$ cat src/rtl/add_sub_pipe_pkg.sv
// Shared constants for the pipelined adder/subtractor: mode encoding and
// bit positions inside the registered flag vector.
package add_sub_pipe_pkg;

    localparam logic MODE_ADD = 1'b0;
    localparam logic MODE_SUB = 1'b1;

    localparam int FLAG_OVF  = 0;
    localparam int FLAG_ZERO = 1;
    localparam int FLAG_NEG  = 2;
    localparam int FLAG_W    = 3;

endpackage

$ cat src/rtl/add_sub_pipe_chunk.sv
// CW-bit combinational ripple adder slice; one instance per pipeline stage.
module add_chunk #(
    parameter int CW = 4
) (
    input  logic [CW-1:0] a,
    input  logic [CW-1:0] b,
    input  logic          cin,
    output logic [CW-1:0] sum,
    output logic          cout
);

    assign {cout, sum} = {1'b0, a} + {1'b0, b} + {{CW{1'b0}}, cin};

endmodule

$ cat src/rtl/add_sub_pipe.sv
// Carry-pipelined add/subtract: stage k adds operand chunk k with the carry
// registered by stage k-1; the last stage also registers the result flags.
module add_sub_pipe
    import add_sub_pipe_pkg::*;
#(
    parameter int WIDTH  = 16,
    parameter int STAGES = 4
) (
    input  logic             clk,
    input  logic             rst_n,
    input  logic             in_valid,
    output logic             in_ready,
    input  logic [WIDTH-1:0] inp1,
    input  logic [WIDTH-1:0] inp2,
    input  logic             cin,
    input  logic             mode,
    output logic             out_valid,
    input  logic             out_ready,
    output logic [WIDTH-1:0] sum,
    output logic             cout,
    output logic             ovf,
    output logic             zero,
    output logic             neg
);

    localparam int CW = WIDTH / STAGES;
    localparam int L  = STAGES - 1;
    localparam logic [WIDTH-1:0] CHUNK_MASK = WIDTH'({CW{1'b1}});

    logic [WIDTH-1:0]  a_q   [STAGES];
    logic [WIDTH-1:0]  a_d   [STAGES];
    logic [WIDTH-1:0]  b_q   [STAGES];
    logic [WIDTH-1:0]  b_d   [STAGES];
    logic [WIDTH-1:0]  s_q   [STAGES];
    logic [WIDTH-1:0]  s_d   [STAGES];
    logic              c_q   [STAGES];
    logic              c_d   [STAGES];
    logic              vld_q [STAGES];
    logic              vld_d [STAGES];
    logic [FLAG_W-1:0] flags_q;
    logic [FLAG_W-1:0] flags_d;

    logic [WIDTH-1:0]  nxt_a [STAGES];
    logic [WIDTH-1:0]  nxt_b [STAGES];
    logic [WIDTH-1:0]  nxt_s [STAGES];
    logic              nxt_c [STAGES];

    logic stall;

    assign stall    = vld_q[L] && !out_ready;
    assign in_ready = !stall;

    for (genvar k = 0; k < STAGES; k++) begin : g_stage
        logic [WIDTH-1:0] src_a;
        logic [WIDTH-1:0] src_b;
        logic [WIDTH-1:0] src_s;
        logic             src_c;
        logic [CW-1:0]    chunk_sum;
        logic             chunk_cout;

        if (k == 0) begin : g_first
            // Subtraction is A + ~B + ~borrow, so the stage-0 operands are pre-inverted.
            assign src_a = inp1;
            assign src_b = (mode == MODE_ADD) ? inp2 : ~inp2;
            assign src_c = (mode == MODE_SUB) ? ~cin : cin;
            assign src_s = '0;
        end else begin : g_next
            assign src_a = a_q[k-1];
            assign src_b = b_q[k-1];
            assign src_c = c_q[k-1];
            assign src_s = s_q[k-1];
        end

        add_chunk #(.CW(CW)) u_chunk (
            .a    (src_a[k*CW +: CW]),
            .b    (src_b[k*CW +: CW]),
            .cin  (src_c),
            .sum  (chunk_sum),
            .cout (chunk_cout)
        );

        assign nxt_a[k] = src_a;
        assign nxt_b[k] = src_b;
        assign nxt_c[k] = chunk_cout;
        assign nxt_s[k] = (src_s & ~(CHUNK_MASK << (k * CW)))
                        | (WIDTH'(chunk_sum) << (k * CW));
    end

    always_comb begin
        // NOTE: every _d gets its hold value first so no path through this block infers a latch.
        for (int k = 0; k < STAGES; k++) begin
            a_d[k]   = a_q[k];
            b_d[k]   = b_q[k];
            s_d[k]   = s_q[k];
            c_d[k]   = c_q[k];
            vld_d[k] = vld_q[k];
        end
        flags_d = flags_q;

        if (!stall) begin
            for (int k = 0; k < STAGES; k++) begin
                a_d[k] = nxt_a[k];
                b_d[k] = nxt_b[k];
                s_d[k] = nxt_s[k];
                c_d[k] = nxt_c[k];
            end
            vld_d[0] = in_valid;
            for (int k = 1; k < STAGES; k++) begin
                vld_d[k] = vld_q[k-1];
            end
            flags_d[FLAG_OVF]  = (nxt_a[L][WIDTH-1] == nxt_b[L][WIDTH-1])
                              && (nxt_s[L][WIDTH-1] != nxt_a[L][WIDTH-1]);
            flags_d[FLAG_ZERO] = (nxt_s[L] == '0);
            flags_d[FLAG_NEG]  = nxt_s[L][WIDTH-1];
        end
    end

    always_ff @(posedge clk) begin
        // NOTE: datapath flops are cleared too so the result outputs read zero after reset.
        if (!rst_n) begin
            for (int k = 0; k < STAGES; k++) begin
                a_q[k]   <= '0;
                b_q[k]   <= '0;
                s_q[k]   <= '0;
                c_q[k]   <= 1'b0;
                vld_q[k] <= 1'b0;
            end
            flags_q <= '0;
        end else begin
            // NOTE: non-blocking so every stage samples its neighbour's pre-edge value.
            for (int k = 0; k < STAGES; k++) begin
                a_q[k]   <= a_d[k];
                b_q[k]   <= b_d[k];
                s_q[k]   <= s_d[k];
                c_q[k]   <= c_d[k];
                vld_q[k] <= vld_d[k];
            end
            flags_q <= flags_d;
        end
    end

    assign out_valid = vld_q[L];
    assign sum       = s_q[L];
    assign cout      = c_q[L];
    assign ovf       = flags_q[FLAG_OVF];
    assign zero      = flags_q[FLAG_ZERO];
    assign neg       = flags_q[FLAG_NEG];

endmodule

$ cat config.mk
export PLATFORM = sky130hd
export DESIGN_NAME = add_sub_pipe
export DESIGN_NICKNAME = d
export VERILOG_FILES = /design/src/rtl/add_sub_pipe_pkg.sv /design/src/rtl/add_sub_pipe_chunk.sv /design/src/rtl/add_sub_pipe.sv
export SDC_FILE = /design/constraint.sdc
export NUM_CORES = 1
export LEC_CHECK = 0
export ABC_AREA = 1
export CAP_MARGIN = 20
export CELL_PAD_IN_SITES_DETAIL_PLACEMENT = 0
export CELL_PAD_IN_SITES_GLOBAL_PLACEMENT = 1
export CORE_AREA = 2 2 122 124
export CTS_CLUSTER_SIZE = 24
export DETAILED_ROUTE_END_ITERATION = 6
export DIE_AREA = 0 0 124 126
export PLACE_DENSITY_LB_ADDON = 0.1
export SYNTH_ARGS = -nofsm -noshare
export SYNTH_HDL_FRONTEND = slang
export SYNTH_HIERARCHICAL = 1
export SYNTH_SLANG_ARGS = --single-unit
$ cat constraint.sdc
create_clock -name clk -period 2.4 [get_ports clk]
set_input_delay 0.72 -clock clk [delete_from_list [all_inputs] [get_ports clk]]
set_output_delay 0.72 -clock clk [all_outputs]
set_load 0.01 [all_outputs]
==> summary.md <==
| Metric | Value |
|---|---|
| Crit. End Element | output pin |
| DP HPWL | 6386 um |
| Via-to-Cell Ratio | 4.156 |
| # hold bufs at CTS | 0 |
| DRC violations left | 0 |
| Initial Util | 0.2948 |
| Synth-to-layout area growth | 26.56% |
| Final Wtd Congestion | 0.7593 |
| Worst slew margin | 0.8004 |
| Worst Path Buf+Inv | 3 |
| Compound-Gate Fraction of Synth Area | 0.1639 |
| YS warnings | 6 |
| Num Clock Sinks | 98 |
| Post-layout util | 0.3732 |
| Initial antenna violation count | 0 |
| GRT Total Usage | 0.1249 |
| Pre-CTS setup slack | -0.4588 ns |
| ANT cells | 0 |
| Crit path arrival time | 1.53 ns |
| Synthesized area per cell | 8.648 um2 |
| Vias in the first global route | 2997 |
| Adder-cell share of the synthesized area | 0.07353 |
| Endpoints failing setup | 0 |
| Port bufs | 59 |
| Die H | 126 um |
| Type of origin of the critical path | input pin |
| RSZ-0062 raised after global routing | false |
| Final Critical Period | 2.246 ns |
| Max-slew violation count | 0 |
| Largest net degree at the start of global routing | 33 |
| CTS root buffer | clkbuf_16 |
| Die area | 0.01562 mm2 |
| Final Worst Setup Slack | 0.1535 ns |
| CTS Buffer Depth | 2 |
| Initial DRT Pass Iterations | 4 |
| Layout Skew | 0.01010 ns |
| Worst hold path class | flop to flop |
| M3 GR Usage | 0.03080 |
| CP Max Fanout | 2 |
| Gr busiest metal | met2 |
| Syn Inst Count | 488 |
| Post-synthesis mux area share | 0 |
| Critical path's top delay family | buffers and inverters |
| Final cycle utilization of the critical path | 0.9360 |
| Mapped Area | 0.004220 mm2 |
| Peak Freq | 445.1 MHz |
| Vias | 3084 |
| Max cap viols | 0 |
| Die width | 124 um |
| DR iter-0 viols | 185 |
| Worst Tran Pin Value | 0.2994 ns |
| DRT antenna net count | 0 |
| Synth unique cells | 22 |
| H-tree levels | 3 |
| Slowest CP cell | clkdlybuf4s50_1 |
| M2 GR Usage | 0.1774 |
| LEAKAGE | 2.161 nW |
| WS Path Type | input pin to output pin |
| Status | completed |
| Layout Nets | 612 |
| First-pass GRT wire length | 14980 um |
| Hold Vio Cnt, Final | 0 |
| Total wire length | 8913 um |
| Core ar. | 0.01431 mm2 |
| Num CTS Buffers | 9 |
| Routing usage on met1 | 0.1771 |
| Pwr/cell area | 683.4 mW/mm2 |
| Sequential element share of the synthesized area | 0.4720 |
| Top Ports | 60 |
| Avg WL per Cell | 12.01 um |
| Total global routing overflow | 0 |
| Crit path required time | 1.68 ns |
| Syn_nets | 546 |
| Post-Synth Simple-Gate Area | 0.1299 |
| Worst-Skew Late Latency | 0.35 ns |
| Clock-pin transition on the worst setup and hold timing paths | 0.06 ns |
| Slowest Stage Delay on Critical Path | 0.45 ns |
| Max VDD drop | 0.3150 mV |
| CTS tree | built |
| CP Cell Sequence | clkdlybuf4s50_1 -> inv_1 -> nand2_2 -> dlygate4sd2_1 |
| Largest family of logic cells by synthesized area | compound AO/OA/AOI/OAI gates |
| Post-Synth XOR/XNOR Area | 0.04358 |
| Synth Register Bits | 98 |
| # rows | 44 |
| Share of post-route cells with drive strength above 1 | 0.1111 |
| Overall power | 3.650 mW |
-- layer usage --
metal  routed length, um  vias to the layer above
li1                    -                     1663
met1                4580                     1363
met2                3783                       46
met3                 362                       12
met4                 187                        0
met5                   0                        -
-- worst paths after layout --
path	from	endpoint	slack, ns	cells past startpoint
setup / recovery	out_ready	in_ready	0.15	4
hold / removal	s_q[3][13]	s_q[3][13]	0.45	2
setup reg to reg	c_q[2]	flags_q[1]	0.58	9
hold reg to reg	s_q[3][13]	s_q[3][13]	0.45	2
-- area by class of cell --
| cell class | instances | area, um2 |
|---|---|---|
| Sequential cell | 98 | 1992 |
| Clock inverter | 2 | 13.76 |
| Inverter | 90 | 337.8 |
| Clock buffer | 13 | 260.3 |
| Fill cell | 1489 | 8972 |
| Tap cell | 184 | 230.2 |
| Multi-Input combinational cell | 278 | 1734 |
| Timing Repair Buffer | 77 | 773.2 |
-- sequential cells by signal, summed over array words and instances, names as in the netlist --
register  count
flags_q       2
c_q           4
s_q          40
a_q          24
b_q          24
vld_q         4
-- synth_stat cells --
cell type / n / area, um2
nand2_1: 104 / 390.4
dfxtp_1: 95 / 1902
inv_1: 87 / 326.6
o21ai_0: 52 / 260.3
o22ai_2: 25 / 312.8
nor2_1: 17 / 63.81
xnor2_1: 16 / 140.1
nand3_1: 14 / 70.07
ha_1: 12 / 150.1
a21oi_1: 9 / 45.04
buf_2: 8 / 40.04
fa_1: 8 / 160.2
buf_4: 7 / 52.55
o22ai_1: 7 / 43.79
o21ai_1: 6 / 30.03
buf_6: 5 / 56.30
xor2_1: 5 / 43.79
edfxtp_1: 3 / 90.09
inv_2: 3 / 11.26
clkbuf_1: 2 / 7.510
nand2_2: 2 / 12.51
nand2_4: 1 / 11.26
-- through the flow --
stage	setup TNS [ns]	std cells	hold WS [ns]	instance area (um2)
6_report	0	742	0.4455	5341
5_1_grt	0	742	0.4866	5341
4_1_cts	0	742	0.4499	5341
3_5_place_dp	-1.531	727	0.4368	5070
3_3_place_gp	-1.405	727	0.4331	5070
2_1_floorplan	0	488	0.4253	4220
-- worst min-delay path, delay by kind of cell, from the launching register on --
family           cells  cell delay, ns
and+or+nand+nor      2            0.10
DFF                  1            0.31
-- logic make-up (layout without fill, tap and decap cells) --
kind of cell,Yosys count,count (layout)
simple gates,138,138
fa+ha+maj,20,20
xor+xnor,21,21
buf+inv,112,182
flops,98,98
compound gates,99,99
-- where the power goes --
part           total [mW]  switching (mW)  internal (mW)
logic               0.511           0.255          0.256
clock network        1.35           0.593          0.755
registers            1.79          0.0454           1.75
-- timing repair --
action                     CTS  global route
buffers inserted             0             0
resized for setup            2             0
setup endpoints to repair    3             0
-- cell usage in the layout, fill, tap and decap left out, drive strengths merged --
cell / count
nor2: 17
o22ai: 32
dlygate4sd2: 2
nand3: 14
xor2: 5
clkinv: 2
clkdlybuf4s50: 57
dfxtp: 95
edfxtp: 3
ha: 12
o21ai: 58
clkbuf: 13
fa: 8
a21oi: 9
inv: 90
xnor2: 16
buf: 18
nand2: 107
Note: power is estimated with default switching activity, not from simulation.
